--- config.mk ---
export PLATFORM = sky130hd
export DESIGN_NAME = gcd_arbiter_flat
export DESIGN_NICKNAME = d
export VERILOG_FILES = /design/src/rtl/gcd_arbiter_if.sv /design/src/rtl/gcd_arbiter.sv /design/src/flat_wrapper.sv
export SDC_FILE = /design/constraint.sdc
export NUM_CORES = 1
export LEC_CHECK = 0
export ABC_AREA = 1
export CORE_UTILIZATION = 45
export DETAILED_ROUTE_END_ITERATION = 6
export PLACE_DENSITY = 0.75
export RECOVER_POWER = 25
export SKIP_CTS_REPAIR_TIMING = 1
export SLEW_MARGIN = 30
export SYNTH_ARGS = -nofsm -noshare
export SYNTH_HDL_FRONTEND = slang
export SYNTH_SLANG_ARGS = --single-unit
--- constraint.sdc ---
create_clock -name clock -period 4.75 [get_ports clock]
set_input_delay 0.7125 -clock clock [delete_from_list [all_inputs] [get_ports clock]]
set_output_delay 0.7125 -clock clock [all_outputs]
set_load 0.03 [all_outputs]
--- src/rtl/gcd_arbiter_if.sv ---
// Request/response channel bundle between NUM_REQ requesters and gcd_arbiter.
// master: requester side; slave: arbiter side.
interface gcd_arbiter_if #(
  parameter int unsigned NUM_REQ = 4,
  parameter int unsigned WIDTH   = 2
);

  logic [NUM_REQ-1:0]       req_valid;
  logic [NUM_REQ-1:0]       req_ready;
  logic [NUM_REQ*WIDTH-1:0] req_value1;
  logic [NUM_REQ*WIDTH-1:0] req_value2;
  logic [NUM_REQ-1:0]       resp_valid;
  logic [NUM_REQ-1:0]       resp_ready;
  logic [WIDTH-1:0]         resp_gcd;

  modport master (
    output req_valid, req_value1, req_value2, resp_ready,
    input  req_ready, resp_valid, resp_gcd
  );

  modport slave (
    input  req_valid, req_value1, req_value2, resp_ready,
    output req_ready, resp_valid, resp_gcd
  );

endinterface

--- src/rtl/gcd_arbiter.sv ---
// Round-robin arbiter/sequencer sharing one GCD unit between NUM_REQ requesters.
// One operation in flight: IDLE -> LOAD -> WAIT -> RESP, or IDLE -> RESP when an
// operand is zero (the GCD never terminates for x=0, y!=0, so it is bypassed).
// Optional WAIT timeout with resp_err output: define GCD_ARB_TIMEOUT_EN.
module gcd_arbiter #(
  parameter int unsigned NUM_REQ = 4,
  parameter int unsigned WIDTH   = 2
`ifdef GCD_ARB_TIMEOUT_EN
  ,
  parameter int unsigned TIMEOUT_CYCLES = 64
`endif
) (
  input  logic             clock,
  input  logic             reset_n,
  gcd_arbiter_if.slave     req_bus,
  output logic             busy,
  output logic [WIDTH-1:0] gcd_value1,
  output logic [WIDTH-1:0] gcd_value2,
  output logic             gcd_loadingValues,
  input  logic [WIDTH-1:0] gcd_outputGCD,
  input  logic             gcd_outputValid
`ifdef GCD_ARB_TIMEOUT_EN
  ,
  output logic             resp_err
`endif
);

  localparam int unsigned IDX_W = (NUM_REQ > 1) ? $clog2(NUM_REQ) : 1;
`ifdef GCD_ARB_TIMEOUT_EN
  localparam int unsigned CNT_W = $clog2(TIMEOUT_CYCLES + 1);
`endif

  typedef enum logic [1:0] {
    S_IDLE = 2'd0,
    S_LOAD = 2'd1,
    S_WAIT = 2'd2,
    S_RESP = 2'd3
  } state_t;

  state_t           state;
  logic [IDX_W-1:0] rr_ptr;
  logic [IDX_W-1:0] owner;
  logic [IDX_W-1:0] grant_idx;
  logic             grant_found;
  logic [WIDTH-1:0] grant_v1;
  logic [WIDTH-1:0] grant_v2;
`ifdef GCD_ARB_TIMEOUT_EN
  logic [CNT_W-1:0] wait_cnt;
`endif

  // First valid requester at or after rr_ptr, with wrap; descending scan so the closest wins.
  always_comb begin
    logic [IDX_W:0] cand;
    grant_found = 1'b0;
    grant_idx   = '0;
    cand        = '0;
    for (int k = NUM_REQ - 1; k >= 0; k--) begin
      cand = {1'b0, rr_ptr} + (IDX_W+1)'(k);
      if (cand >= (IDX_W+1)'(NUM_REQ)) cand = cand - (IDX_W+1)'(NUM_REQ);
      if (req_bus.req_valid[cand[IDX_W-1:0]]) begin
        grant_found = 1'b1;
        grant_idx   = cand[IDX_W-1:0];
      end
    end
  end

  assign grant_v1 = req_bus.req_value1[int'(grant_idx)*WIDTH +: WIDTH];
  assign grant_v2 = req_bus.req_value2[int'(grant_idx)*WIDTH +: WIDTH];

  // Combinational accept: only in IDLE and never while reset is asserted.
  always_comb begin
    req_bus.req_ready = '0;
    if (reset_n && (state == S_IDLE) && grant_found) req_bus.req_ready[grant_idx] = 1'b1;
  end

  // Sequencer state and registered outputs.
  always_ff @(posedge clock or negedge reset_n) begin
    if (!reset_n) begin
      state              <= S_IDLE;
      rr_ptr             <= '0;
      owner              <= '0;
      busy               <= 1'b0;
      gcd_value1         <= '0;
      gcd_value2         <= '0;
      gcd_loadingValues  <= 1'b0;
      req_bus.resp_valid <= '0;
      req_bus.resp_gcd   <= '0;
`ifdef GCD_ARB_TIMEOUT_EN
      wait_cnt           <= '0;
      resp_err           <= 1'b0;
`endif
    end else begin
      case (state)
        S_IDLE: begin
          if (grant_found) begin
            owner  <= grant_idx;
            rr_ptr <= (grant_idx == IDX_W'(NUM_REQ - 1)) ? '0 : grant_idx + 1'b1;
            busy   <= 1'b1;
            if ((grant_v1 == '0) || (grant_v2 == '0)) begin
              state              <= S_RESP;
              req_bus.resp_valid <= NUM_REQ'(1) << grant_idx;
              req_bus.resp_gcd   <= grant_v1 | grant_v2;
            end else begin
              state             <= S_LOAD;
              gcd_loadingValues <= 1'b1;
              gcd_value1        <= grant_v1;
              gcd_value2        <= grant_v2;
            end
          end
        end
        S_LOAD: begin
          // outputValid is stale from the previous operation here; not sampled.
          gcd_loadingValues <= 1'b0;
          state             <= S_WAIT;
`ifdef GCD_ARB_TIMEOUT_EN
          wait_cnt          <= '0;
`endif
        end
        S_WAIT: begin
          if (gcd_outputValid) begin
            state              <= S_RESP;
            req_bus.resp_valid <= NUM_REQ'(1) << owner;
            req_bus.resp_gcd   <= gcd_outputGCD;
            gcd_value1         <= '0;
            gcd_value2         <= '0;
          end
`ifdef GCD_ARB_TIMEOUT_EN
          else if (wait_cnt == CNT_W'(TIMEOUT_CYCLES - 1)) begin
            state              <= S_RESP;
            req_bus.resp_valid <= NUM_REQ'(1) << owner;
            req_bus.resp_gcd   <= '0;
            resp_err           <= 1'b1;
            gcd_value1         <= '0;
            gcd_value2         <= '0;
          end else begin
            wait_cnt <= wait_cnt + 1'b1;
          end
`endif
        end
        S_RESP: begin
          if (req_bus.resp_ready[owner]) begin
            state              <= S_IDLE;
            busy               <= 1'b0;
            req_bus.resp_valid <= '0;
            req_bus.resp_gcd   <= '0;
`ifdef GCD_ARB_TIMEOUT_EN
            resp_err           <= 1'b0;
`endif
          end
        end
        default: state <= S_IDLE;
      endcase
    end
  end

endmodule
--- src/flat_wrapper.sv ---
// flat-port wrapper written by rule: the top's interface ports become plain ports
module gcd_arbiter_flat 
#(
  parameter int unsigned NUM_REQ = 4,
  parameter int unsigned WIDTH   = 2

)
  (clock, reset_n, busy, gcd_value1, gcd_value2, gcd_loadingValues, gcd_outputGCD, gcd_outputValid, req_bus_req_valid, req_bus_req_value1, req_bus_req_value2, req_bus_resp_ready, req_bus_req_ready, req_bus_resp_valid, req_bus_resp_gcd);
  gcd_arbiter_if #(.NUM_REQ(NUM_REQ), .WIDTH(WIDTH)) req_bus_i ();
  input  logic clock;
  input  logic reset_n;
  output logic busy;
  output logic [WIDTH-1:0] gcd_value1;
  output logic [WIDTH-1:0] gcd_value2;
  output logic gcd_loadingValues;
  input  logic [WIDTH-1:0] gcd_outputGCD;
  input  logic gcd_outputValid;
  input wire logic [$bits(req_bus_i.req_valid)-1:0] req_bus_req_valid;
  input wire logic [$bits(req_bus_i.req_value1)-1:0] req_bus_req_value1;
  input wire logic [$bits(req_bus_i.req_value2)-1:0] req_bus_req_value2;
  input wire logic [$bits(req_bus_i.resp_ready)-1:0] req_bus_resp_ready;
  output wire logic [$bits(req_bus_i.req_ready)-1:0] req_bus_req_ready;
  output wire logic [$bits(req_bus_i.resp_valid)-1:0] req_bus_resp_valid;
  output wire logic [$bits(req_bus_i.resp_gcd)-1:0] req_bus_resp_gcd;
  assign req_bus_i.req_valid = req_bus_req_valid;
  assign req_bus_i.req_value1 = req_bus_req_value1;
  assign req_bus_i.req_value2 = req_bus_req_value2;
  assign req_bus_i.resp_ready = req_bus_resp_ready;
  assign req_bus_req_ready = req_bus_i.req_ready;
  assign req_bus_resp_valid = req_bus_i.resp_valid;
  assign req_bus_resp_gcd = req_bus_i.resp_gcd;
  gcd_arbiter #(.NUM_REQ(NUM_REQ), .WIDTH(WIDTH)) u_core (.clock(clock), .reset_n(reset_n), .req_bus(req_bus_i), .busy(busy), .gcd_value1(gcd_value1), .gcd_value2(gcd_value2), .gcd_loadingValues(gcd_loadingValues), .gcd_outputGCD(gcd_outputGCD), .gcd_outputValid(gcd_outputValid));
endmodule
==> impl_metrics.csv, run 1 <==
group,metric,value,unit
run_status,status,"finished, final reports clean",
synth,yosysWarningCount,0,
detailed_routing,drc,0,
worst_setup_path,crit_required,4.04,ns
worst_setup_path,cp_max_fo,6,
timing,setup_viol,0,
global_route,grt_pass1_vias,1321,
cells_and_area,final_nets,292,
global_route,overflow,0,
worst_setup_path,worstSetupPathDepth,12,
cts,ctsLongestPathBuffers,2,
worst_hold_path,min_from,"u_core.gcd_value2[0]",
worst_setup_path,r2r-end,"u_core.gcd_value2[1]",
timing,clock_skew,0.001329,ns
synth,ys_types,28,
timing,finalMaxSlewViolations,0,
global_route,grt_pass1_wl,5733,um
synth,syn_nets,246,
detailed_routing,drt_iter0_markers,68,
timing,fin_crit,3.943,ns
global_route,antenna_found_initial,0,
floorplan,std_cell_rows,20,
cts,cts_tree,"yes",
floorplan,die_area,3629,um2
synth,avgSynthCellArea,7.339,um2
worst_setup_path,worstPathArrival,3.23,ns
timing,setup-tns-final,0,ns
global_route,grt_usage,0.2079,
synth,synth_top_area_frac,0.2951,
placement,hpwl,2699,um
placement,io_buffer_count,44,
cells_and_area,area_delta_synth_final,31.15,%
detailed_routing,wire_per_inst,11.38,um
worst_setup_path,cp_top_family,"buffers and inverters",
cts,cts.sinks,18,
cells_and_area,fill_cells,288,
worst_setup_path,r2r-start,"u_core.rr_ptr[0]",
cells_and_area,drive_gt1_frac,0.1627,
cells_and_area,antenna_cells,0,
worst_setup_path,cp_cell_sequence,"clkdlybuf4s50_1 > inv_1 > o21ai_1 > nand2_1 > nand2_1 > nor2_1 > nand4_1 > inv_1 > nor2_1 > nand2_1 > nor2_1 > clkdlybuf4s50_1",
cts,cts.clk_slew.worst_paths,0.10,ns
synth,synth_edf_count,0,
worst_hold_path,worstHoldEndpoint,"u_core.gcd_value2[0]",
worst_setup_path,end_kind,"output port",
worst_setup_path,cp_num_buf_inv,4,
worst_hold_path,hold_depth,2,
synth,ys_seq_area_frac,0.2951,
timing,rsz0062_at_grt,"no",
worst_setup_path,worst-setup-path-type,"input port to output port",
detailed_routing,firstDrtPassIters,4,
placement,gp_congestion,0.9226,
detailed_routing,ant_nets,0,
floorplan,die_x,60.24,um
timing,fmax,253.6,MHz
floorplan,die_h,60.24,um
worst_setup_path,r2r_setup_slack,2.25,ns
timing,tightest_slew,1.096,ns
worst_setup_path,crit_path_start_kind,"input port",
cts,numCtsBuffers,3,
timing,finalHoldViolCount,0,
synth,synthArstFlopShare,1.000,
worst_setup_path,reg2reg_depth,17,
run,drv_cap,0,
cts,cts_root_buffer,"clkbuf_4",
floorplan,io_pins,45,
synth,synthTopCellsByArea,"dfrtp_1 (30%), nand2_1 (12%), nand3_1 (9.2%)",
global_route,grt_max_degree,20,
worst_hold_path,holdCritPathClass,"flip-flop to flip-flop",
synth,yosysTopAreaCell,"dfrtp_1",
cts,insertion_delay,0.29,ns
synth,ys.flop_type,"dfrtp_1",
synth,syn_area,1526,um2
synth,synth_seq_cells,18,
detailed_routing,postRouteWirelength,3368,um
cts,h-tree-depth,1,
timing,fin_crit_sh,0.8300,
floorplan,start_util,0.4880,
floorplan,coreArea,3128,um2
detailed_routing,vias_per_cell,4.943,
synth,syn-instance-count,208,
timing,relSlewSlack,0.2694,
worst_setup_path,max_stage_delay,0.68,ns
detailed_routing,num_vias,1463,
worst_setup_path,critPathSlowestCell,"clkdlybuf4s50_1",
## area by class of cell
class,count,area [um2],share of cell area
Tap cell,44,55.05,0.02750
Sequential cell,18,450.4,0.2250
Timing Repair Buffer,45,444.2,0.2219
Clock buffer,3,22.52,0.01125
Multi-Input combinational cell,157,920.9,0.4600
Inverter,29,108.9,0.05437
## worst max-delay path by stage
stage	startpoint	end	slack, ns
2_1_floorplan	req_bus_req_valid[1]	req_bus_req_ready[0]	1.92
3_3_place_gp	req_bus_req_valid[3]	req_bus_req_ready[1]	0.83
3_5_place_dp	req_bus_req_valid[2]	req_bus_req_ready[0]	0.88
4_1_cts	req_bus_req_valid[3]	req_bus_req_ready[0]	0.86
5_1_grt	req_bus_req_valid[3]	req_bus_req_ready[3]	0.52
6_report	req_bus_req_valid[3]	req_bus_req_ready[0]	0.81
## worst min-delay path, cell delays in order (launching register included)
cell     delay [ns]
dfrtp_1        0.35
nand2_1        0.05
nand2_1        0.04
## metal layers
layer | part of all wire | GRT usage | vias to the layer above
met5 | 0 | 0 | -
met1 | 0.49 | 0.2991 | 645
met3 | 0.056 | 0.02165 | 5
met4 | 0.013 | 0.07309 | 0
met2 | 0.44 | 0.3187 | 54
li1 | - | - | 759
## flip-flops by register name, summed over array words and instances, names as in the netlist
signal,flops
u_core.gcd_loadingValues,1
u_core.req_bus.resp_valid,4
u_core.gcd_value2,2
u_core.busy,1
u_core.rr_ptr,2
u_core.owner,2
u_core.state,2
u_core.gcd_value1,2
u_core.req_bus.resp_gcd,2
## per-stage QoR
step	setup WS [ns]	hold slack [ns]	utilization	cells	instance area [um2]
6_report	0.8073	0.4756	0.6400	296	2002
5_1_grt	0.5163	0.4938	0.6400	296	2002
4_1_cts	0.8645	0.4826	0.6412	296	2006
3_5_place_dp	0.8781	0.4576	0.6340	293	1983
3_3_place_gp	0.8327	0.4553	0.6340	293	1983
2_1_floorplan	1.918	0.4169	-	208	1526
## kinds of logic (layout without fill, tap and decap cells)
family,count (synthesis),count (layout),synth area share
compound gates,28,28,0.1262
xor+xnor,1,1,0.005739
fa+ha+maj,9,9,0.07377
buf+inv,33,77,0.1016
flops,18,18,0.2951
mux,1,1,0.006558
simple gates,118,118,0.3910
## placed cells by master, fill, tap and decap left out, types with 6 or more instances in the layout
cell             count
ha_1                 9
nand2_1             47
clkdlybuf4s50_1     43
nand2_2             18
nor2_1              15
o21ai_2              6
nand3_1             28
dfrtp_1             18
inv_1               25
o21ai_0              8
## cells in the mapped netlist, types with 2 or more instances
cell type,number
nand2_1,47
nand3_1,28
inv_1,25
dfrtp_1,18
nand2_2,18
nor2_1,15
ha_1,9
o21ai_0,8
o21ai_2,6
a21oi_1,4
inv_2,4
nand2_4,4
a22oi_1,3
buf_6,2
nand3_2,2
nand3_4,2
o21ai_1,2
Power of run 1 is not shown: default switching activity piles up to over one toggle a cycle in this logic, so the estimate is an artifact.
==> run 2, diff against run 1 <==
Clock period 4.75 ns to 3.95 ns, I/O delays scaled along.
==> impl_metrics.csv, run 2 (synthesis gave the netlist of run 1 again) <==
group,metric,value,unit
run_status,status,"finished, final reports clean",
worst_setup_path,crit_required,3.36,ns
cts,numCtsBuffers,3,
worst_setup_path,worst-setup-path-type,"input port to output port",
cts,h-tree-depth,1,
cells_and_area,drive_gt1_frac,0.1693,
detailed_routing,firstDrtPassIters,4,
floorplan,die_x,60.24,um
worst_setup_path,worstPathArrival,2.94,ns
detailed_routing,ant_nets,0,
floorplan,io_pins,45,
global_route,grt_pass1_wl,5747,um
placement,io_buffer_count,44,
worst_setup_path,worstSetupStartpoint,"req_bus_req_valid[2]",
cts,cts.sinks,18,
cts,cts.clk_slew.worst_paths,0.11,ns
placement,gp_congestion,0.9356,
cells_and_area,largest_reg_flops,4,
floorplan,die_area,3629,um2
cts,cts_root_buffer,"clkbuf_4",
cts,cts_tree,"yes",
floorplan,start_util,0.4880,
cells_and_area,final_common_cell,"nand2_1",
global_route,grt_pass1_vias,1326,
timing,clock_skew,0.008294,ns
floorplan,die_h,60.24,um
cells_and_area,top_register,"u_core.req_bus.resp_valid",
detailed_routing,drc,0,
worst_hold_path,min_from,"u_core.gcd_value1[1]",
cells_and_area,final_nets,293,
worst_setup_path,crit_path_start_kind,"input port",
global_route,grt_usage,0.2090,
timing,fin_crit_sh,0.8939,
timing,fmax,283.2,MHz
global_route,grt_max_degree,19,
detailed_routing,num_vias,1468,
timing,setup_viol,0,
floorplan,coreArea,3128,um2
detailed_routing,drt_iter0_markers,53,
worst_hold_path,holdCritPathClass,"flip-flop to flip-flop",
worst_setup_path,r2r-start,"u_core.rr_ptr[0]",
timing,setup-tns-final,0,ns
timing,relSlewSlack,0.3383,
worst_setup_path,cp_max_fo,13,
cts,insertion_delay,0.30,ns
detailed_routing,vias_per_cell,4.926,
timing,finalHoldViolCount,0,
worst_setup_path,r2r_setup_slack,1.50,ns
detailed_routing,postRouteWirelength,3370,um
global_route,overflow,0,
cells_and_area,antenna_cells,0,
cells_and_area,area_delta_synth_final,32.54,%
run,drv_cap,0,
cells_and_area,fin_util,0.6468,
timing,rsz0062_at_grt,"no",
cells_and_area,mostFrequentLayoutCells,"nand2_1 (47), clkdlybuf4s50_1 (43), nand3_1 (28), inv_1 (25)",
global_route,antenna_found_initial,0,
cells_and_area,fill_cells,295,
detailed_routing,wire_per_inst,11.31,um
timing,fin_crit,3.531,ns
placement,hpwl,2730,um
timing,finalMaxSlewViolations,0,
timing,tightest_slew,0.9925,ns
cts,ctsLongestPathBuffers,2,
floorplan,std_cell_rows,20,
worst_setup_path,end_kind,"output port",
==> run 2: cell types whose count changed in the layout (fill, tap and decap cells not counted), sizes merged <==
cell | previous run | this run
clkbuf | 4 | 5
buf | 0 | 1
==> run 2: layer usage <==
metal	global-route usage	wire [um]
met3	0.03247	152
met1	0.2748	1604
met5	0	0
met2	0.3454	1581
met4	0.06977	32
==> run 2: final cells by class <==
| type | instances | area [um2] | share of cell area |
|---|---|---|---|
| well taps | 44 | 55.05 | 0.02721 |
| flip-flops and latches | 18 | 450.4 | 0.2226 |
| inverters | 29 | 108.9 | 0.05380 |
| repair buffers | 46 | 451.7 | 0.2233 |
| clock buffers | 4 | 36.28 | 0.01793 |
| multi-input cells | 157 | 920.9 | 0.4552 |
==> run 2: critical path, stage by stage <==
cell	delay, ns
clkdlybuf4s50_1	0.47
inv_1	0.05
o21ai_0	0.22
nand2_1	0.11
nand2_1	0.09
inv_2	0.06
nand2_2	0.08
nand2_4	0.09
nand2_4	0.17
ha_1	0.18
inv_1	0.04
nor2_1	0.09
clkdlybuf4s50_1	0.68
==> run 2: metrics by stage <==
stage | hold slack (ns) | area, um2 | std cells | setup WS [ns]
after floorplan | 0.2969 | 1526 | 208 | 1.358
after global placement | 0.4575 | 1991 | 294 | 0.4686
after detailed placement | 0.4622 | 1991 | 294 | 0.4318
after CTS | 0.4900 | 2027 | 298 | 0.4141
after global routing | 0.5179 | 2023 | 298 | 0.1553
final | 0.4856 | 2023 | 298 | 0.4191
==> run 2: worst paths after layout <==
| path | to | depth (start not counted) |
|---|---|---|
| min in group asynchronous | u_core.gcd_value1[0] | 2 |
| max in group asynchronous | u_core.state[1] | 2 |
| hold / removal | u_core.gcd_value1[1] | 2 |
| setup reg to reg | u_core.gcd_value2[0] | 17 |
| setup / recovery | req_bus_req_ready[1] | 13 |
| hold reg to reg | u_core.gcd_value1[1] | 2 |
Power of run 2 is left out for the same reason.
